[src/rtl/mvm_pkg.sv]
// Shared state encoding and sizing for the matrix-vector MAC feeder.
package mvm_pkg;

    localparam int MVM_M        = 3;
    localparam int MVM_N        = 3;
    localparam int MVM_LOAD_LEN = MVM_M * MVM_N + MVM_N + MVM_M;

    typedef enum logic [1:0] {
        LOAD,
        ISSUE,
        WAIT,
        DONE
    } mvm_state_t;

    // Bytes in one job's load stream: the M x N matrix, the N-vector, then the M biases.
    function automatic int mvm_load_len(input int m, input int n);
        return m * n + n + m;
    endfunction

endpackage

[src/rtl/mvm_operand_rf.sv]
// Operand store for one job: W (row-major), then V, then B, written in stream order.
module mvm_operand_rf
    import mvm_pkg::*;
#(
    parameter int M   = MVM_M,
    parameter int N   = MVM_N,
    parameter int LEN = M * N + N + M,
    parameter int AW  = $clog2(LEN),
    parameter int RW  = 2,
    parameter int KW  = 2
) (
    input  logic          clk,
    input  logic          we,
    input  logic [AW-1:0] wr_idx,
    input  logic [7:0]    wr_data,
    input  logic [RW-1:0] r,
    input  logic [KW-1:0] k,
    output logic [7:0]    w_data,
    output logic [7:0]    v_data,
    output logic [7:0]    b_data
);

    logic [7:0] mem [LEN];

    always_ff @(posedge clk) begin
        if (we) begin
            mem[wr_idx] <= wr_data;
        end
    end

    assign w_data = mem[AW'(r) * AW'(N) + AW'(k)];
    assign v_data = mem[AW'(M * N) + AW'(k)];
    assign b_data = mem[AW'(M * N + N) + AW'(r)];

endmodule

[src/rtl/mvm_feeder.sv]
// Loads one matrix/vector/bias job from a byte stream, issues row-major triples
// to the MAC, then waits for all per-row results before pulsing done.
//
//   state | meaning
//   LOAD  | accepting operand bytes, s_ready high
//   ISSUE | one a/b/x triple per cycle, M*N cycles, no gaps
//   WAIT  | issue finished, counting outstanding row results
//   DONE  | one-cycle done pulse, then back to LOAD
module mvm_feeder
    import mvm_pkg::*;
#(
    parameter int M = MVM_M,
    parameter int N = MVM_N
) (
    input  logic              clk,
    input  logic              reset,
    input  logic              s_valid,
    output logic              s_ready,
    input  logic [7:0]        s_data,
    output logic signed [7:0] mac_a,
    output logic signed [7:0] mac_b,
    output logic [7:0]        mac_x,
    output logic              mac_valid_in,
    input  logic              mac_valid_out,
    input  logic              mac_overflow,
    output logic              busy,
    output logic              done,
    output logic              ovf_seen
);

    localparam int LOAD_LEN = mvm_load_len(M, N);
    localparam int LW       = $clog2(LOAD_LEN);
    localparam int RW       = (M > 1) ? $clog2(M) : 1;
    localparam int KW       = (N > 1) ? $clog2(N) : 1;
    localparam int CW       = $clog2(M + 1);

    mvm_state_t    state;
    logic [LW-1:0] li;
    logic [RW-1:0] r;
    logic [KW-1:0] k;
    logic [CW-1:0] rc;
    logic          load_we;
    logic          rc_full;
    logic          collecting;
    logic [7:0]    w_rd;
    logic [7:0]    v_rd;
    logic [7:0]    b_rd;

    assign load_we    = (state == LOAD) && s_valid && s_ready;
    assign collecting = (state == ISSUE) || (state == WAIT);
    // The last row result may land in the same cycle that WAIT tests for completion.
    assign rc_full    = (rc == CW'(M)) || (mac_valid_out && (rc == CW'(M - 1)));

    mvm_operand_rf #(
        .M  (M),
        .N  (N),
        .LEN(LOAD_LEN),
        .AW (LW),
        .RW (RW),
        .KW (KW)
    ) u_rf (
        .clk    (clk),
        .we     (load_we),
        .wr_idx (li),
        .wr_data(s_data),
        .r      (r),
        .k      (k),
        .w_data (w_rd),
        .v_data (v_rd),
        .b_data (b_rd)
    );

    always_ff @(posedge clk) begin
        if (reset) begin
            state        <= LOAD;
            li           <= '0;
            r            <= '0;
            k            <= '0;
            rc           <= '0;
            s_ready      <= 1'b1;
            mac_a        <= '0;
            mac_b        <= '0;
            mac_x        <= '0;
            mac_valid_in <= 1'b0;
            busy         <= 1'b0;
            done         <= 1'b0;
            ovf_seen     <= 1'b0;
        end else begin
            case (state)
                LOAD: begin
                    if (load_we) begin
                        if (li == LW'(LOAD_LEN - 1)) begin
                            li       <= '0;
                            state    <= ISSUE;
                            s_ready  <= 1'b0;
                            ovf_seen <= 1'b0;
                        end else begin
                            li <= li + 1'b1;
                        end
                    end
                end
                ISSUE: begin
                    mac_a        <= w_rd;
                    mac_b        <= v_rd;
                    mac_x        <= b_rd;
                    mac_valid_in <= 1'b1;
                    busy         <= 1'b1;
                    if (k == KW'(N - 1)) begin
                        k <= '0;
                        if (r == RW'(M - 1)) begin
                            r     <= '0;
                            state <= WAIT;
                        end else begin
                            r <= r + 1'b1;
                        end
                    end else begin
                        k <= k + 1'b1;
                    end
                end
                WAIT: begin
                    mac_valid_in <= 1'b0;
                    if (rc_full) begin
                        state <= DONE;
                        done  <= 1'b1;
                    end
                end
                DONE: begin
                    done    <= 1'b0;
                    busy    <= 1'b0;
                    s_ready <= 1'b1;
                    rc      <= '0;
                    state   <= LOAD;
                end
                default: begin
                    state <= LOAD;
                end
            endcase

            if (collecting) begin
                if (mac_valid_out && (rc != CW'(M))) begin
                    rc <= rc + 1'b1;
                end
                if (mac_overflow) begin
                    ovf_seen <= 1'b1;
                end
            end
        end
    end

endmodule
[config.mk]
export PLATFORM = sky130hd
export DESIGN_NAME = mvm_feeder
export DESIGN_NICKNAME = d
export VERILOG_FILES = /design/src/rtl/mvm_pkg.sv /design/src/rtl/mvm_operand_rf.sv /design/src/rtl/mvm_feeder.sv
export SDC_FILE = /design/constraint.sdc
export NUM_CORES = 1
export LEC_CHECK = 0
export ABC_CLOCK_PERIOD_IN_PS = 6020
export CAP_MARGIN = 10
export CORE_AREA = 2 2 109 111
export DETAILED_ROUTE_END_ITERATION = 6
export DIE_AREA = 0 0 111 113
export GPL_TIMING_DRIVEN = 0
export HOLD_SLACK_MARGIN = 0.02
export PLACE_DENSITY = 0.88
export SLEW_MARGIN = 0
export SYNTH_ARGS = -nofsm -noshare
export SYNTH_HDL_FRONTEND = slang
export SYNTH_SLANG_ARGS = --single-unit
[constraint.sdc]
create_clock -name clk -period 6.02 [get_ports clk]
set_input_delay 0.602 -clock clk [delete_from_list [all_inputs] [get_ports clk]]
set_output_delay 0.602 -clock clk [all_outputs]
set_load 0.005 [all_outputs]
==> results of run 1 <==
sequential cells by signal (all words and copies together) (netlist names):
signal / flops
state: 2
mac_b: 8
li: 4
u_rf.mem: 120
ovf_seen: 1
s_ready: 1
mac_valid_in: 1
rc: 2
mac_a: 8
k: 2
busy: 1
done: 1
r: 2
mac_x: 8
worst paths after layout:
check | from | end | slack (ns) | depth (start not counted)
max | r[1]$_SDFFE_PP0P_ | mac_a[7]$_SDFFE_PP0P_ | 2.29 | 9
min reg2reg | ovf_seen$_SDFF_PP0_ | ovf_seen$_SDFF_PP0_ | 0.48 | 2
min | ovf_seen$_SDFF_PP0_ | ovf_seen$_SDFF_PP0_ | 0.48 | 2
max reg2reg | r[1]$_SDFFE_PP0P_ | mac_a[7]$_SDFFE_PP0P_ | 2.29 | 9
metrics by stage:
stage	power [mW]	worst slack, ns
global route	2.99	2.19
global placement	1.78	2.50
floorplan	1.61	3.19
detailed placement	1.81	2.42
CTS	2.90	2.36
finish	2.91	2.29
power by group through the flow:
stage | Sequential [mW] | Clock (mW) | Combinational, mW
after floorplan | 1.32 | 0 | 0.296
after global placement | 1.32 | 0 | 0.466
after detailed placement | 1.32 | 0 | 0.494
after CTS | 1.30 | 1.10 | 0.501
after global routing | 1.30 | 1.14 | 0.539
final | 1.30 | 1.10 | 0.507
critical path, stage by stage (launching register included):
cell and delay, ns:
sky130_fd_sc_hd__dfxtp_1 0.45, sky130_fd_sc_hd__fa_1 0.47, sky130_fd_sc_hd__ha_1 0.22, sky130_fd_sc_hd__fa_1 0.47
sky130_fd_sc_hd__buf_2 0.35, sky130_fd_sc_hd__buf_2 0.37, sky130_fd_sc_hd__clkbuf_1 0.47, sky130_fd_sc_hd__o21ai_0 0.20
sky130_fd_sc_hd__a211oi_1 0.49, sky130_fd_sc_hd__nor3_1 0.10
layer usage:
metal | GRT usage | part of all wire | wire length [um]
met5 | 0 | 0 | 0
met1 | 0.358 | 0.38 | 6500
met4 | 0.149 | 0.034 | 570
met2 | 0.459 | 0.49 | 8340
met3 | 0.0680 | 0.091 | 1550
layout make-up:
| class | instances | area [um2] | area share |
|---|---|---|---|
| multi-input cells | 290 | 2500 | 0.300 |
| repair buffers | 45 | 438 | 0.0524 |
| inverters | 11 | 41.3 | 0.00494 |
| flip-flops and latches | 161 | 4420 | 0.529 |
| plain buffers | 31 | 156 | 0.0187 |
| clock buffers | 20 | 457 | 0.0547 |
| well taps | 143 | 179 | 0.0214 |
| clock inverters | 12 | 156 | 0.0187 |
kinds of logic after synthesis:
group / synth area share
DFF: 0.622
and+or+nand+nor: 0.0750
muxes: 0.179
buffers and inverters: 0.0278
xor gates and xnor gates: 0.00123
AOI/OAI and AO/OA: 0.0627
adders and majority gates: 0.0320
Yosys cell counts (3+ instances only):
cell type,number,share of area
sky130_fd_sc_hd__mux2_2,8,0.013
sky130_fd_sc_hd__a211oi_1,17,0.018
sky130_fd_sc_hd__mux4_2,17,0.054
sky130_fd_sc_hd__buf_2,10,0.0070
sky130_fd_sc_hd__a21oi_1,14,0.0099
sky130_fd_sc_hd__o21ai_0,29,0.020
sky130_fd_sc_hd__edfxtp_1,120,0.51
sky130_fd_sc_hd__ha_1,15,0.026
sky130_fd_sc_hd__nand2_1,37,0.020
sky130_fd_sc_hd__nand2b_1,5,0.0044
sky130_fd_sc_hd__nand3_1,5,0.0035
sky130_fd_sc_hd__dfxtp_1,41,0.12
sky130_fd_sc_hd__nor2b_1,8,0.0070
sky130_fd_sc_hd__mux2i_1,43,0.061
sky130_fd_sc_hd__inv_1,11,0.0058
sky130_fd_sc_hd__nor3_1,13,0.0092
sky130_fd_sc_hd__mux4_1,14,0.052
sky130_fd_sc_hd__nor2_1,35,0.018
sky130_fd_sc_hd__o22ai_1,7,0.0062
sky130_fd_sc_hd__clkbuf_1,15,0.0079
sky130_fd_sc_hd__buf_1,3,0.0016
==> flow_summary.json, run 1 <==
{
  "drt_first_pass_iters": 6,
  "dpl.hpwl_um": 11100,
  "pin_count": 42,
  "status": "completed",
  "die-area_um2": 12500,
  "dp_cells": 681,
  "num-nets-final": 587,
  "synth_area_per_cell_um2": 14.4,
  "transition_at_the_pin_with_the_smallest_max_transition_slack_ns": 1.05,
  "maxSlewHeadroom": 0.298,
  "holdWs_ns": 0.476,
  "setup_tns_ns": 0,
  "leakage_dissipation_nw": 2.67,
  "tritoncts": "done",
  "cts-htree-levels": 4,
  "initial_core_util": 0.631,
  "dieHeight_um": 113,
  "num_rows": 39,
  "power_frac_seq": 0.447,
  "filler_cell_count": 662,
  "criticalPathCategory": "reg -> reg",
  "clock_power_share": 0.379,
  "routed_wl_um": 17000,
  "highest_clock_rate_mhz": 268,
  "unrepaired_setup_endpoints_after_global_routing": "no",
  "antenna_violating_nets_post_route": 0,
  "synth.yosys.warnings": 0,
  "synth_nets": 523,
  "grt_start_max_net_pins": 17,
  "clock-root-buffer": "sky130_fd_sc_hd__clkbuf_16",
  "design.core.area_um2": 11300,
  "worst_ir_drop_vdd_mv": 0.285,
  "synth_flop_cell": "sky130_fd_sc_hd__edfxtp_1",
  "synth_edf_count": 120,
  "power-per-cell-area_nw_per_um2": 348,
  "worstSetupStartpointType": "register",
  "finClkSkew_ns": 0.0107,
  "drcViolationCount": 0,
  "area_delta_synth_final_pct": 17.5,
  "grt_pass1_wl_um": 26000,
  "vias_in_the_first_global_route": 4616,
  "cts.sinks": 161,
  "design_area_um2": 8360,
  "power.switching_mw": 0.732,
  "maxCapViolations": 0,
  "drt_first_iter_violations": 647,
  "detail_route.wl_per_cell_um": 23.8,
  "numPortBuffers": 41,
  "netlist_area_um2": 7110,
  "grt_antenna_before_repair": 0,
  "detailed_place.area_um2": 7740,
  "finish.utilization": 0.741,
  "mostFrequentLayoutCell": "sky130_fd_sc_hd__edfxtp_1",
  "critPathMaxFanout": 10,
  "cts_made_buffers": 17,
  "post_synth_inst_count": 493,
  "power_frac_comb": 0.174,
  "die_w_um": 111,
  "end_kind": "register",
  "most_frequent_cells_in_the_layout": "sky130_fd_sc_hd__edfxtp_1, sky130_fd_sc_hd__mux2i_1, sky130_fd_sc_hd__dfxtp_1, sky130_fd_sc_hd__clkdlybuf4s50_1, sky130_fd_sc_hd__nand2_1",
  "power.switching_fraction": 0.252,
  "cts_max_path_buffers": 2,
  "intPower_mw": 2.17,
  "timing.final.max_slew_violations": 0,
  "number_of_distinct_library_cells_after_synthesis": 41,
  "timing.final.crit_share": 0.620,
  "register_bit_count_reported_by_yosys": 161,
  "num_vias": 4612,
  "final_layout_size_suffix_gt1_frac": 0.139,
  "cp_data_required_time_ns": 6.32,
  "number_of_diodes_added_for_antenna_fixing": 0,
  "synth_async_sr_flop_share": 0,
  "cp_data_arrival_time_ns": 4.03,
  "cts.reportedPaths.clkPinSlew_ns": 0.06,
  "hold_path.class": "reg -> reg",
  "number_of_resized_instances_in_the_post_cts_repair_step": 0,
  "final-hold-violation-count": 0,
  "final_standard_cell_count_with_taps_included_and_fillers_excluded": 713,
  "gp_congestion": 0.905,
  "avgViaCountPerCell": 6.47,
  "fraction_of_the_yosys_area_taken_by_sequential_cells": 0.622,
  "clkLatencyLatePin_ns": 0.44,
  "timing.final.setup_violations": 0,
  "period_needed_ns": 3.73,
  "grt_util_all_layers": 0.283,
  "cts_hold_buffers": 0,
  "post-cts-setup-buffer-count": 0,
  "grt_remaining_overflow": 0
}
Note: power is estimated with default switching activity, not from simulation.
==> run 2, diff against run 1 <==
ABC_CLOCK_PERIOD_IN_PS = 3100   (was 6020)
CORE_AREA = 2 2 118 120   (was 2 2 109 111)
DIE_AREA = 0 0 120 122   (was 0 0 111 113)
PLACE_DENSITY = 0.8   (was 0.88)
clock period = 3.1 ns   (was 6.02 ns; I/O delays follow)
==> run 2 against run 1 <==
  * Combinational power is 91% higher
  * Clock skew is 0.0045 ns higher
  * Utilization is 11 points lower
  * Non-clock buffer count stayed put
  * Register-to-register slack worse by 2.2 ns
  * Sequential power is 94% higher
  * Clock power is 99% higher
  * Die area is 17% higher
  * Critical path type unchanged
  * Critical endpoint is now mac_a[2]$_SDFFE_PP0P_
  * Largest power group unchanged
==> flow_summary.json, run 2 (synthesis results as in run 1) <==
{
  "power-per-cell-area_nw_per_um2": 671,
  "timing.final.max_slew_violations": 0,
  "status": "completed",
  "end_kind": "register",
  "dieHeight_um": 122,
  "grt_antenna_before_repair": 0,
  "cp_data_required_time_ns": 3.39,
  "dp_slack_ns": -0.450,
  "filler_cell_count": 954,
  "criticalPathCategory": "reg -> reg",
  "final_layout_size_suffix_gt1_frac": 0.160,
  "cts.reportedPaths.clkPinSlew_ns": 0.07,
  "whs_path_depth": 3,
  "grt_remaining_overflow": 0,
  "vias_in_the_first_global_route": 4679,
  "grt_start_max_net_pins": 17,
  "avgViaCountPerCell": 6.11,
  "worst_ir_drop_vdd_mv": 0.419,
  "highest_clock_rate_mhz": 336,
  "numPortBuffers": 41,
  "setup.reg_to_reg.worst_slack_ns": 0.12,
  "cp_data_arrival_time_ns": 3.26,
  "routed_wl_um": 17000,
  "detail_route.wl_per_cell_um": 22.7,
  "timing.final.crit_share": 0.960,
  "worst_path_slowest_cell": "sky130_fd_sc_hd__mux4_2",
  "final_standard_cell_count_with_taps_included_and_fillers_excluded": 750,
  "cts-htree-levels": 4,
  "cts_made_buffers": 17,
  "cp_common_cell": "sky130_fd_sc_hd__fa_1",
  "grt_util_all_layers": 0.243,
  "dpl.hpwl_um": 11000,
  "maxCapViolations": 0,
  "grt_pass1_wl_um": 25900,
  "antenna_violating_nets_post_route": 0,
  "drt_first_pass_iters": 5,
  "seq_area_um2": 4430,
  "gp_congestion": 0.844,
  "unrepaired_setup_endpoints_after_global_routing": "no",
  "maxSlewHeadroom": 0.318,
  "number_of_diodes_added_for_antenna_fixing": 0,
  "timing.final.setup_violations": 0,
  "critical_path.cell_chain": "fa_1, ha_1, fa_1, buf_6, mux4_2, nor2b_1, a211oi_2, nor3_1",
  "die-area_um2": 14600,
  "cts_max_path_buffers": 2,
  "multiInputGateArea_um2": 2530,
  "top_register": "u_rf.mem",
  "clock-root-buffer": "sky130_fd_sc_hd__clkbuf_16",
  "largest_register_ffs": 120,
  "hold_path.class": "in -> reg",
  "design_area_um2": 8460,
  "num_rows": 43,
  "pin_count": 42,
  "design.core.area_um2": 13500,
  "detailed_place.area_um2": 7790,
  "cp_top_family": "adder cells",
  "cts_hold_buffers": 0,
  "finish.utilization": 0.627,
  "initial_core_util": 0.526,
  "drt_first_iter_violations": 559,
  "mostFrequentLayoutCell": "sky130_fd_sc_hd__edfxtp_1",
  "num_vias": 4584,
  "final-hold-violation-count": 0,
  "period_needed_ns": 2.98,
  "setup_tns_ns": 0,
  "leakage_dissipation_nw": 2.71,
  "dp_cells": 718,
  "clkLatencyLatePin_ns": 0.43,
  "rr_worst_depth": 8,
  "post-cts-setup-buffer-count": 0,
  "cts.sinks": 161,
  "most_frequent_cells_in_the_layout": "sky130_fd_sc_hd__edfxtp_1, sky130_fd_sc_hd__mux2i_1, sky130_fd_sc_hd__clkdlybuf4s50_1",
  "timing.critical_path.slowest_cell_delay_ns": 0.51,
  "num-nets-final": 587,
  "postLayoutSetupSlackWorst_ns": 0.125,
  "area_delta_synth_final_pct": 19.0,
  "transition_at_the_pin_with_the_smallest_max_transition_slack_ns": 1.02,
  "crit_cells": 8,
  "finClkSkew_ns": 0.0152,
  "tritoncts": "done",
  "drcViolationCount": 0,
  "worstSetupStartpointType": "register",
  "die_w_um": 120,
  "critPathMaxFanout": 10,
  "crit_buf_inv": 1
}
run 2: cell types whose count changed in the layout (fill, tap and decap cells not counted):
| cell | delta |
|---|---|
| sky130_fd_sc_hd__clkbuf_8 | -2 |
| sky130_fd_sc_hd__clkinvlp_4 | -4 |
| sky130_fd_sc_hd__clkbuf_4 | +1 |
| sky130_fd_sc_hd__inv_6 | +5 |
| sky130_fd_sc_hd__inv_8 | +2 |
| sky130_fd_sc_hd__clkbuf_2 | +1 |
| sky130_fd_sc_hd__buf_2 | -3 |
| sky130_fd_sc_hd__buf_4 | +1 |
| sky130_fd_sc_hd__dfxtp_1 | -3 |
| sky130_fd_sc_hd__buf_6 | +2 |
| sky130_fd_sc_hd__dfxtp_2 | +3 |
| sky130_fd_sc_hd__a211oi_2 | +6 |
| sky130_fd_sc_hd__a211oi_1 | -6 |
| sky130_fd_sc_hd__clkbuf_1 | -3 |
run 2: worst reg2reg max path, delay by kind of cell, from the launching register on:
kind / cells / cell delay, ns
compound gates: 1 / 0.34
fa+ha+maj: 3 / 1.20
buf+inv: 1 / 0.19
flops: 1 / 0.35
mux: 1 / 0.51
simple gates: 2 / 0.24
run 2: power breakdown:
group / internal [mW] / total, mW / switching, mW / leakage [nW]
combinational: 0.460 / 0.969 / 0.509 / 0.984
clock: 1.29 / 2.19 / 0.895 / 0.307
sequential: 2.45 / 2.52 / 0.0707 / 1.42
run 2: worst paths after layout:
kind | startpoint | to
setup / recovery | r[0]$_SDFFE_PP0P_ | mac_a[2]$_SDFFE_PP0P_
setup reg to reg | r[0]$_SDFFE_PP0P_ | mac_a[2]$_SDFFE_PP0P_
hold / removal | mac_overflow | ovf_seen$_SDFF_PP0_
hold reg to reg | done$_SDFFE_PP0P_ | done$_SDFFE_PP0P_
run 2: repair_timing:
item | 4_1_cts | 5_1_grt
endpoints found under the setup margin | 8 | 10
resized for setup | 10 | 9
pin swaps | 0 | 1
run 2: routing by layer:
metal | vias to the layer above | share of wire | GRT usage
met4 | 0 | 0.038 | 0.123
met3 | 52 | 0.062 | 0.0515
li1 | 2013 | - | -
met5 | - | 0 | 0
met1 | 2274 | 0.40 | 0.314
met2 | 245 | 0.50 | 0.392
run 2: stage by stage:
| stage | total power [mW] | hold WS (ns) |
|---|---|---|
| CTS | 5.69 | 0.432 |
| detailed placement | 3.51 | 0.473 |
| floorplan | 3.13 | 0.409 |
| global route | 5.88 | 0.446 |
| global placement | 3.47 | 0.458 |
| finish | 5.68 | 0.443 |
run 2: layout make-up:
cell class,instances,area share
sequential,161,0.523
multi-input combinational,290,0.299
timing repair buffer,45,0.0518
clock buffer,17,0.0503
tap,180,0.0266
clock inverter,15,0.0228
buffer,31,0.0209
inverter,11,0.00488
